<file path="src/rtl/sipo_pkg.sv">
// Shared types and helpers for the sipo_deser serial-to-parallel deserialiser.
// Holds the counter-width function and the output holding-register state encoding.
package sipo_pkg;

    function automatic int cnt_width(input int width);
        return $clog2(width + 1);
    endfunction

    typedef enum logic {
        OUT_EMPTY = 1'b0,
        OUT_FULL  = 1'b1
    } out_state_e;

endpackage

</file>
<file path="src/rtl/sipo_shift_core.sv">
// Shift register plus bit counter; emits a one-cycle word_done strobe carrying the
// completed word (including the completing bit) in the same cycle that bit is accepted.
module sipo_shift_core
    import sipo_pkg::*;
#(
    parameter int WIDTH     = 8,
    parameter bit MSB_FIRST = 1'b0
) (
    input  logic                         clk,
    input  logic                         reset,
    input  logic                         ser_in,
    input  logic                         ser_valid,
    input  logic                         frame_start,
    output logic                         word_done,
    output logic [WIDTH-1:0]             word,
    output logic [cnt_width(WIDTH)-1:0]  bit_cnt
);

    localparam int CW = cnt_width(WIDTH);

    logic [WIDTH-1:0] sr;
    logic [WIDTH-1:0] sr_next;
    logic [WIDTH-1:0] shifted;
    logic [CW-1:0]    cnt;
    logic [CW-1:0]    cnt_next;
    logic             done;

    always_comb begin
        shifted  = '0;
        sr_next  = sr;
        cnt_next = cnt;
        done     = 1'b0;
        if (ser_valid) begin
            // A realign starts from a cleared register so no partial bits leak into the word.
            if (frame_start) begin
                shifted  = '0;
                cnt_next = CW'(1);
            end else begin
                shifted  = sr;
                cnt_next = cnt + CW'(1);
            end
            if (MSB_FIRST) begin
                shifted = {shifted[WIDTH-2:0], ser_in};
            end else begin
                shifted = {ser_in, shifted[WIDTH-1:1]};
            end
            if (cnt_next == CW'(WIDTH)) begin
                done     = 1'b1;
                cnt_next = '0;
            end
            sr_next = shifted;
        end
    end

    always_ff @(posedge clk or negedge reset) begin
        if (!reset) begin
            sr  <= '0;
            cnt <= '0;
        end else begin
            sr  <= sr_next;
            cnt <= cnt_next;
        end
    end

    assign word      = shifted;
    assign word_done = done;
    assign bit_cnt   = cnt;

endmodule

</file>
<file path="src/rtl/sipo_deser.sv">
// Parametrised serial-to-parallel deserialiser with a registered output word,
// valid/ready handshake and a one-cycle overrun pulse when a completed word is dropped.
module sipo_deser
    import sipo_pkg::*;
#(
    parameter int WIDTH     = 8,
    parameter bit MSB_FIRST = 1'b0
) (
    input  logic                         clk,
    input  logic                         reset,
    input  logic                         ser_in,
    input  logic                         ser_valid,
    input  logic                         frame_start,
    output logic [WIDTH-1:0]             par_out,
    output logic                         par_valid,
    input  logic                         par_ready,
    output logic                         overrun,
    output logic [cnt_width(WIDTH)-1:0]  bit_cnt
);

    logic             word_done;
    logic [WIDTH-1:0] word;
    out_state_e       state;
    out_state_e       state_next;
    logic             load;
    logic             overrun_next;

    sipo_shift_core #(
        .WIDTH     (WIDTH),
        .MSB_FIRST (MSB_FIRST)
    ) u_core (
        .clk         (clk),
        .reset       (reset),
        .ser_in      (ser_in),
        .ser_valid   (ser_valid),
        .frame_start (frame_start),
        .word_done   (word_done),
        .word        (word),
        .bit_cnt     (bit_cnt)
    );

    always_comb begin
        state_next   = state;
        load         = 1'b0;
        overrun_next = 1'b0;
        case (state)
            OUT_EMPTY: begin
                if (word_done) begin
                    load       = 1'b1;
                    state_next = OUT_FULL;
                end
            end
            OUT_FULL: begin
                // Consume and refill in the same cycle keeps the word stream bubble-free.
                if (par_ready) begin
                    if (word_done) begin
                        load = 1'b1;
                    end else begin
                        state_next = OUT_EMPTY;
                    end
                end else if (word_done) begin
                    overrun_next = 1'b1;
                end
            end
            default: state_next = OUT_EMPTY;
        endcase
    end

    always_ff @(posedge clk or negedge reset) begin
        if (!reset) begin
            state   <= OUT_EMPTY;
            par_out <= '0;
            overrun <= 1'b0;
        end else begin
            state   <= state_next;
            overrun <= overrun_next;
            if (load) begin
                par_out <= word;
            end
        end
    end

    assign par_valid = (state == OUT_FULL);

endmodule

</file>
<file path="config.mk">
export PLATFORM = sky130hd
export DESIGN_NAME = sipo_deser
export DESIGN_NICKNAME = d
export VERILOG_FILES = /design/src/rtl/sipo_pkg.sv /design/src/rtl/sipo_shift_core.sv /design/src/rtl/sipo_deser.sv
export SDC_FILE = /design/constraint.sdc
export NUM_CORES = 1
export LEC_CHECK = 0
export CORE_MARGIN = 4
export CORE_UTILIZATION = 40
export CTS_BUF_LIST = sky130_fd_sc_hd__clkbuf_4 sky130_fd_sc_hd__clkbuf_8 sky130_fd_sc_hd__clkbuf_16
export DETAILED_ROUTE_END_ITERATION = 8
export DONT_BUFFER_PORTS = 1
export PLACE_DENSITY = 0.68
export SLEW_MARGIN = 20
export SYNTH_ARGS = -nofsm -noshare
export SYNTH_HDL_FRONTEND = slang
export SYNTH_SLANG_ARGS = --single-unit
export TNS_END_PERCENT = 20
</file>
<file path="constraint.sdc">
create_clock -name clk -period 1.8 [get_ports clk]
set_input_delay 0.18 -clock clk [delete_from_list [all_inputs] [get_ports clk]]
set_output_delay 0.18 -clock clk [all_outputs]
set_load 0.02 [all_outputs]
</file>
# Yosys cells after proc, flatten, opt, wreduce, memory -nomap -nowiden
# Cells that the tools add are included.
[totals]
output_inout_bits = 14
elab_cells = 22
reg_bits = 22
in_bits = 6
[op_classes]
eq_ne = 1
n_bitwise = 1
muxes = 14
addsub = 1
[op_table]
columns = ["op", "count"]
rows = [
  ["2-to-1 mux 8 bit", 2],
  ["2-to-1 mux 4 bit", 3],
  ["2-to-1 mux 1 bit", 7],
  ["adder 4 x 1 -> 4 bit, second input constant", 1],
  ["equality test 4 bit, second input constant", 1],
  ["one-hot mux 1 bit (2 select lines)", 2],
  ["NOT 1 bit", 1],
]

# Depth between registers and ports, before layout
# Gate-level depths: netlist of the first run.
[depth]
depth_word = 9
ltp_mapped = 6
depth_no_buf = 5

# Cells and area by module
# From an unflattened synthesis of the first run, not the netlist that was laid out.
[unflattened]
cells_unflattened = 68
area_unflattened_um2 = 918.4
[modules_own_cells]
columns = ["mod", "cells_per_inst", "instances", "area_per_inst_um2"]
rows = [
  ["sipo_shift_core", 45, 1, 511.7],
  ["sipo_deser", 23, 1, 406.6],
]

# Least setup slack after synthesis of the first run
# No wires, ideal clock.
[synth_timing]
path_type = "register to register"
from = "register u_core.cnt[0], in the netlist u_core.bit_cnt[0]"
to = "register par_out[0]"
path_stages_with_launch = 7
path_buffers = 1
setup_ns = 0.125
synth_period_minus_slack_ns = 1.817
arrival_ns = 1.692
t_required_ns = 1.675
path_slack_ns = -0.017
cell_sequence = "dfrtp_1 > ha_1 > xnor2_1 > nand2_1 > and4b_1 > buf_6 > mux2_4"
[synth_via]
elab_chain_len = 9
[synth_rtl]
columns = ["element", "line", "source"]
rows = [
  ["from (decl)", "sipo_shift_core.sv:24", "logic [CW-1:0] cnt;"],
  ["from (signal assigned)", "sipo_shift_core.sv:61", "cnt <= cnt_next;"],
  ["adder 4 x 1 -> 4 bit (*)", "sipo_shift_core.sv:40", "cnt_next = cnt + CW'(1);"],
  ["2-to-1 mux 4 bit (*)", "sipo_shift_core.sv:35", "if (frame_start) begin"],
  ["2-to-1 mux 4 bit (*)", "sipo_shift_core.sv:33", "if (ser_valid) begin"],
  ["equality test 4 bit (*)", "sipo_shift_core.sv:47", "if (cnt_next == CW'(WIDTH)) begin"],
  ["2-to-1 mux 1 bit (*)", "sipo_shift_core.sv:47", ""],
  ["2-to-1 mux 1 bit (*)", "sipo_shift_core.sv:33", ""],
  ["2-to-1 mux 1 bit (*)", "sipo_deser.sv:48, sipo_deser.sv:56", ""],
  ["2-to-1 mux 1 bit", "sipo_deser.sv:55", "if (par_ready) begin"],
  ["one-hot mux 1 bit (2 select lines) (*)", "sipo_deser.sv:46", "case (state)"],
  ["to (signal assigned)", "sipo_deser.sv:78", "par_out <= word;"],
  ["to (decl)", "sipo_deser.sv:14", "output logic [WIDTH-1:0] par_out,"],
]
# Every way passes the cells marked *; elsewhere a longest branch is shown, timed or not. The select of a mux whose other input is x is not followed.
# A chain may end at the register's enable or synchronous reset.

# Worst setup path in the final report of the first run
[layout_timing]
from = "register u_core.cnt[0], in the netlist u_core.bit_cnt[0]"
to = "register par_out[2]"
# The elaborated chain is that of the path after synthesis.

==> metrics, run 1 <==
DR WL/cell=14.66 microns; Residual DRC=0; Crit Path Category=flip-flop to flip-flop; HPWL after DPL=1147 microns; synthesized area per cell=11.56 sq um; H-tree depth=1; setup ws final=0.05638 ns; Met2 Wirelength=between 700 and 800 microns; nature of the critical path endpoint=flip-flop; vias after detailed routing=587; placed cell count=between 100 and 150; actual transition at the worst max-transition pin=0.9130 ns; fin cells=between 100 and 150; Nets=100; TritonCTS clock tree=done; crit-path cells=ha_2 > nor2b_2 > nand2_1 > and4b_1 > buf_6 > mux2_4; Worst-Skew Late Latency=about 0.3 ns; via-per-instance ratio=about 5; Place WS=approximately 0.039 ns; Post-Syn Area=913.4 sq um; worst r2r src=u_core.bit_cnt[0]$_DFFE_PN0P_; DRT Pass-1 Iters=4; FF-to-FF End=par_out[2]$_DFFE_PN0P_; hold_sp=ser_valid; maximum capacitance violations=0; Min-Delay Path Depth=2; Sink Count=21; Boundary Pins=20; Seq/Total Area, Yosys=57.53%; WHS=approximately 0.016 ns; share of the synthesized area in the top cell type=57.53%; Max Fclk=0.5735 GHz; Syn-to-layout area delta=16.99%; Worst path slowest cell=dfrtp_2; slowest stage delay, CP=0.42 ns; final hold vios=0; Hold EP=u_core.sr[7]$_DFFE_PN0P_; minimum clock period=roughly 1.7 ns; Post-DRT Antenna Nets=0; first-pass GRT wire length=2842 microns; Cells after Synth=between 70 and 80; largest net degree at the start of global routing=22; Total Routing Usage GR=11.90%; die footprint=3112 sq um; r2r setup slk=0.06 ns; core area=about 2200 sq um; pwr/cell area=1031 nW/um^2; crit share post-route=96.87%; Slew Limit Headroom=38.93%; Peak VDD IR=slightly above 500 uV; Worst Path Buf+Inv=1; critical path's top delay family=simple AND/OR/NAND/NOR gates; synthesized net count=86; # diodes=0; R2R depth=6; met3 WL=170 microns; Slew Limit Fails=0; Lkg Pwr=roughly 0.00052 uW; share of cells above drive strength 1=23.91%; commonest cells after routing, fill and taps aside=dfrtp_1, inv_1, nand2_1, buf_4, o21ai_0; dpl cell area=972.2 sq um; metal1 wirelength=approximately 750 microns; Buffers on Ports=0; largest area contributor in the netlist=dfrtp_1; DIE WIDTH=approximately 56 microns; DR iter-0 viols=9; Worst Hold Class=input pin to flip-flop; initial antenna violation count=0; leading cell type in the layout, fill and taps excluded=dfrtp_1; design area=1069 sq um; Worst-path clk slew=0.11 ns; clock buffer count from CTS=3; CP arrival=1.94 ns; skew final=0.001646 ns; drt total wl=1759 microns; buffer depth of the longest clock path=2; Top Layer Used=met4; final setup vio count=0; vias in the first global route=between 500 and 600; Pwr Total=roughly 1100 uW; row count=17; initial core utilization=41.69%; synthesized flop and latch total=21; routability congestion estimate=slightly below 0.8; ranking of synthesized cells by area=dfrtp_1, mux2i_1, inv_1; gr ovfl total=0; synth warn=0; Yosys cell types=27; status=complete, no violations; root buf cell=clkbuf_4; Worst EP required=about 2.0 ns; Critical Path Start Type=flip-flop; Die Height=roughly 56 microns; CP Max Fanout=7
## layer usage
| layer | GRT usage, % | vias up |
|---|---|---|
| li1 | - | 283 |
| met1 | 14.64 | 278 |
| met2 | 17.06 | 20 |
| met3 | 5.104 | 6 |
| met4 | 7.292 | 0 |
| met5 | 0 | - |
## flip-flops by register name, indices dropped and copies added, names as in the netlist
signal	flops
overrun	1
par_out	8
par_valid	1
u_core.bit_cnt	4
u_core.sr	7
## layout make-up
| type | count | area [sq um] |
|---|---|---|
| fill | 221 | 1122 |
| inverter | 13 | 48.80 |
| multi-input combinational | 43 | 334.1 |
| tap | 28 | 35.03 |
| timing repair buffer | 11 | 93.84 |
| clock buffer | 4 | 30.03 |
| sequential | 21 | 526.8 |
## cell families after synthesis
logic type	synth area share [%]
mux	10.41
compound gates	8.767
fa+ha+maj	1.370
flops	57.53
xor+xnor	2.740
simple gates	12.19
buf+inv	6.986
## synth_stat cells
cell type and count:
xnor2_2 1, nor2_4 1, clkbuf_1 1, inv_1 13
xnor2_1 1, mux2i_1 5, o21ai_0 6, a21o_1 2
a21oi_1 1, nor2b_1 1, nor3_1 1, o211ai_1 1
nor2_1 2, o22ai_1 1, nor2b_2 1, dfrtp_1 21
mux2_4 3, ha_1 1, o21a_1 1, nand2b_4 1
nand4_1 1, a22o_1 1, buf_6 1, nand3_1 2
and2_1 1, and4b_1 1, nand2_1 7
## worst max-delay path by stage
stage	to	slack, ns	cells after the start	from
final	par_out[2]$_DFFE_PN0P_	0.06	6	u_core.bit_cnt[0]$_DFFE_PN0P_
after global routing	par_out[1]$_DFFE_PN0P_	-0.02	6	u_core.bit_cnt[0]$_DFFE_PN0P_
after global placement	par_out[1]$_DFFE_PN0P_	0.04	6	u_core.bit_cnt[0]$_DFFE_PN0P_
after floorplan	par_out[0]$_DFFE_PN0P_	0.02	6	u_core.bit_cnt[1]$_DFFE_PN0P_
after CTS	par_out[1]$_DFFE_PN0P_	0.003	6	u_core.bit_cnt[0]$_DFFE_PN0P_
after detailed placement	par_out[2]$_DFFE_PN0P_	0.04	6	u_core.bit_cnt[0]$_DFFE_PN0P_
## repair_timing
item                                    in CTS  in global routing
hold endpoints to repair                    28                  0
hold buffers                                 3                  0
endpoints found under the setup margin       0                  8
setup buffers                                0                  3
resized for setup                            0                  3
## stage by stage
| step | setup TNS, ns | utilization [%] |
|---|---|---|
| 6_report | 0 | 48.77 |
| 5_1_grt | -0.04174 | 48.77 |
| 4_1_cts | 0 | 47.12 |
| 3_5_place_dp | 0 | 44.37 |
| 3_3_place_gp | 0 | 44.37 |
| 2_1_floorplan | 0 | - |
## report_power, final
| group | switching, uW | internal [uW] |
|---|---|---|
| logic | 112 | 106 |
| registers | 106 | 536 |
| clock network | 140 | 102 |
Power figures use the tool's default switching activity.
==> run 2: changes to the inputs <==
--- a/config.mk
+++ b/config.mk
@@ -10,9 +10,10 @@
 export CTS_BUF_LIST = sky130_fd_sc_hd__clkbuf_4 sky130_fd_sc_hd__clkbuf_8 sky130_fd_sc_hd__clkbuf_16
 export DETAILED_ROUTE_END_ITERATION = 8
 export DONT_BUFFER_PORTS = 1
-export PLACE_DENSITY = 0.68
+export PLACE_DENSITY = 0.66
 export SLEW_MARGIN = 20
 export SYNTH_ARGS = -nofsm -noshare
 export SYNTH_HDL_FRONTEND = slang
+export SYNTH_HIERARCHICAL = 1
 export SYNTH_SLANG_ARGS = --single-unit
 export TNS_END_PERCENT = 20
==> constraint.sdc (replaced) <==
create_clock -name clk -period 2.25 [get_ports clk]
set_input_delay 0.225 -clock clk [delete_from_list [all_inputs] [get_ports clk]]
set_output_delay 0.225 -clock clk [all_outputs]
set_load 0.02 [all_outputs]
==> metrics, run 2 <==
CP arrival=2.28 ns (+0.34 ns); Yosys cell types=22 (-19%); Crit Path Category=flip-flop to flip-flop; leading cell type in the layout, fill and taps excluded=dfrtp_1; max FFs per register=8 (unchanged); Cells after Synth=68 (-14%); Die Height=55.92 microns (+0.23%); status=complete, no violations; synthesized area per cell=13.51 sq um (+17%); gr ovfl total=0 (unchanged); synthesized net count=75 (-13%); Worst-path clk slew=0.11 ns (about the same); Top reg by flops=par_out; buffer depth of the longest clock path=2 (unchanged); vias after detailed routing=525 (-11%); share of cells above drive strength 1=27.63% (+3.7 points); row count=17 (unchanged); Post-Syn Area=918.4 sq um (+0.55%); first-pass GRT wire length=2835 microns (-0.25%); initial antenna violation count=0 (unchanged); Worst Setup SP=u_core/bit_cnt[0]$_DFFE_PN0P_; share of the synthesized area in the top cell type=57.22% (-0.31 points); via-per-instance ratio=5.048 (+3.2%); DR WL/cell=15.13 microns (+3.2%); maximum capacitance violations=0 (unchanged); Peak VDD IR=291.1 uV (-43%); most instantiated library cell after synthesis=dfrtp_1; top cells by count, synth=dfrtp_1, and2_1, mux2_4; Buffers on Ports=0 (unchanged); EDFF count, synth=0 (unchanged); synthesized flop and latch total=21 (unchanged); worst r2r src=u_core/bit_cnt[0]$_DFFE_PN0P_; Worst EP required=2.43 ns (+0.43 ns); GR Layer Usage met1=15.28% (+0.64 points); core area=2191 sq um (unchanged); H-tree depth=1 (unchanged); final setup vio count=0 (unchanged); FF-to-FF End=par_out[5]$_DFFE_PN0P_; CP Max Fanout=8 (+1); actual transition at the worst max-transition pin=0.9169 ns (+0.003845 ns); met2 Usage GRT=17.57% (+0.51 points); synth warn=6 (+6); commonest cells after routing, fill and taps aside=dfrtp_1, mux2_4, and2_1; vias in the first global route=593 (+0.85%); R2R depth=5 (-1); Worst Hold Class=input pin to flip-flop; Most used DFF post-synth=dfrtp_1; fin cells=104 (-13%); Boundary Pins=20 (unchanged); design area=1025 sq um (-4.1%); Sink Count=21 (unchanged); Seq/Total Area, Yosys=57.22% (-0.31 points); nature of the critical path endpoint=flip-flop; DR iter-0 viols=5 (-4); ys async rst share=100.0% (unchanged); DRT Pass-1 Iters=4 (unchanged); final hold vios=0 (unchanged); Post-DRT Antenna Nets=0 (unchanged); die footprint=3126 sq um (+0.47%); TritonCTS clock tree=done; clock buffer count from CTS=3 (unchanged); Min-Delay Path Depth=1 (-1); hold_sp=ser_valid; initial core utilization=41.92% (+0.23 points); Syn-to-layout area delta=11.58%; routability congestion estimate=0.6703 (-15%); Max Fclk=0.4766 GHz (-17%); Residual DRC=0 (unchanged); # diodes=0 (unchanged); Critical Path Start Type=flip-flop; Nets=84 (-16%); skew final=0.002690 ns (+0.001044 ns); Hold EP=u_core/bit_cnt[1]$_DFFE_PN0P_; r2r setup slk=0.15 ns (+0.10 ns); pwr/cell area=713.2 nW/um^2 (-31%); largest net degree at the start of global routing=22 (unchanged); setup TNS=0 ns (unchanged); crit share post-route=93.25% (-3.6 points); DIE WIDTH=55.92 microns (+0.23%); dpl cell area=975.9 sq um (+0.39%); drt total wl=1573 microns (-11%); ranking of synthesized cells by area=dfrtp_1, mux2_4, a21o_1; Slew Limit Headroom=38.67% (-0.26 points); largest area contributor in the netlist=dfrtp_1; unrepaired setup endpoints after global routing=no; minimum clock period=2.098 ns (+0.3545 ns); GR peak layer=met2; GRT met3 Usage=3.944% (-1.2 points); WHS=0.02132 ns (+0.005518 ns); Pwr Total=730.8 uW (-34%); Total Routing Usage GR=11.23% (-0.67 points); Worst-Skew Late Latency=0.29 ns (about the same); root buf cell=clkbuf_4; placed cell count=99 (-10%); HPWL after DPL=1164 microns (+1.4%); Slew Limit Fails=0 (unchanged); Lkg Pwr=0.0005623 uW (+7.2%)
run 2: changes by cell type after synthesis, moves of 2 or more:
cell	delta
o2bb2ai_1	+2
o21ai_0	-5
a21o_1	+5
mux2_4	+5
mux2i_1	-5
and2_1	+7
inv_1	-11
inv_2	+2
nand2_1	-6
run 2: worst max-delay path by stage:
stage	to	slack, ns	depth (start not counted)
floorplan	par_out[0]$_DFFE_PN0P_	0.03	5
global placement	par_out[5]$_DFFE_PN0P_	0.12	5
detailed placement	par_out[4]$_DFFE_PN0P_	0.08	5
CTS	par_out[5]$_DFFE_PN0P_	0.07	5
global route	par_out[5]$_DFFE_PN0P_	0.07	5
finish	par_out[5]$_DFFE_PN0P_	0.15	5
run 2: logic make-up (layout without fill, tap and decap cells):
family	count (synthesis)	in the layout	share of synthesized area [%]
flops	21	21	57.22
simple gates	20	20	15.53
compound gates	13	13	10.22
mux	8	8	13.08
buf+inv	4	12	1.635
fa+ha+maj	1	1	1.362
xor+xnor	1	1	0.9539
run 2: repair_timing:
item                       CTS  global route
setup endpoints to repair    0             8
setup buffers                0             0
hold endpoints to repair    21             0
gates resized for setup      0             1
hold buffers                 1             0
run 2: critical path: stages (launching register included):
cell	delay [ns]
dfrtp_1	0.39
ha_1	0.33
or4_4	0.53
nor4_4	0.22
nand2_4	0.18
mux2_4	0.33
run 2: final cells by class:
type	count	area [sq um]
sequential	21	525.5
fill	193	1166
timing repair buffer	4	32.53
clock buffer	4	30.03
tap	28	35.03
multi-input combinational	43	386.6
inverter	4	15.01
run 2: per-stage QoR:
stage / utilization, % / worst slack [ns]
after global placement: 44.55 / 0.1201
after floorplan: - / 0.03030
final: 46.77 / 0.1519
after global routing: 46.77 / 0.07016
after detailed placement: 44.55 / 0.07797
after CTS: 46.37 / 0.06747
run 2: layer usage:
layer / wire length, microns / part of all wire, %
met4: 0 / 0
met1: 665 / 42
met2: 805 / 51
met5: 0 / 0
met3: 102 / 6.5
run 2: report_power, final:
group / total [uW] / switching, uW / internal (uW)
logic: 125 / 71.3 / 53.7
registers: 423 / 22.9 / 400
clock network: 183 / 102 / 80.8
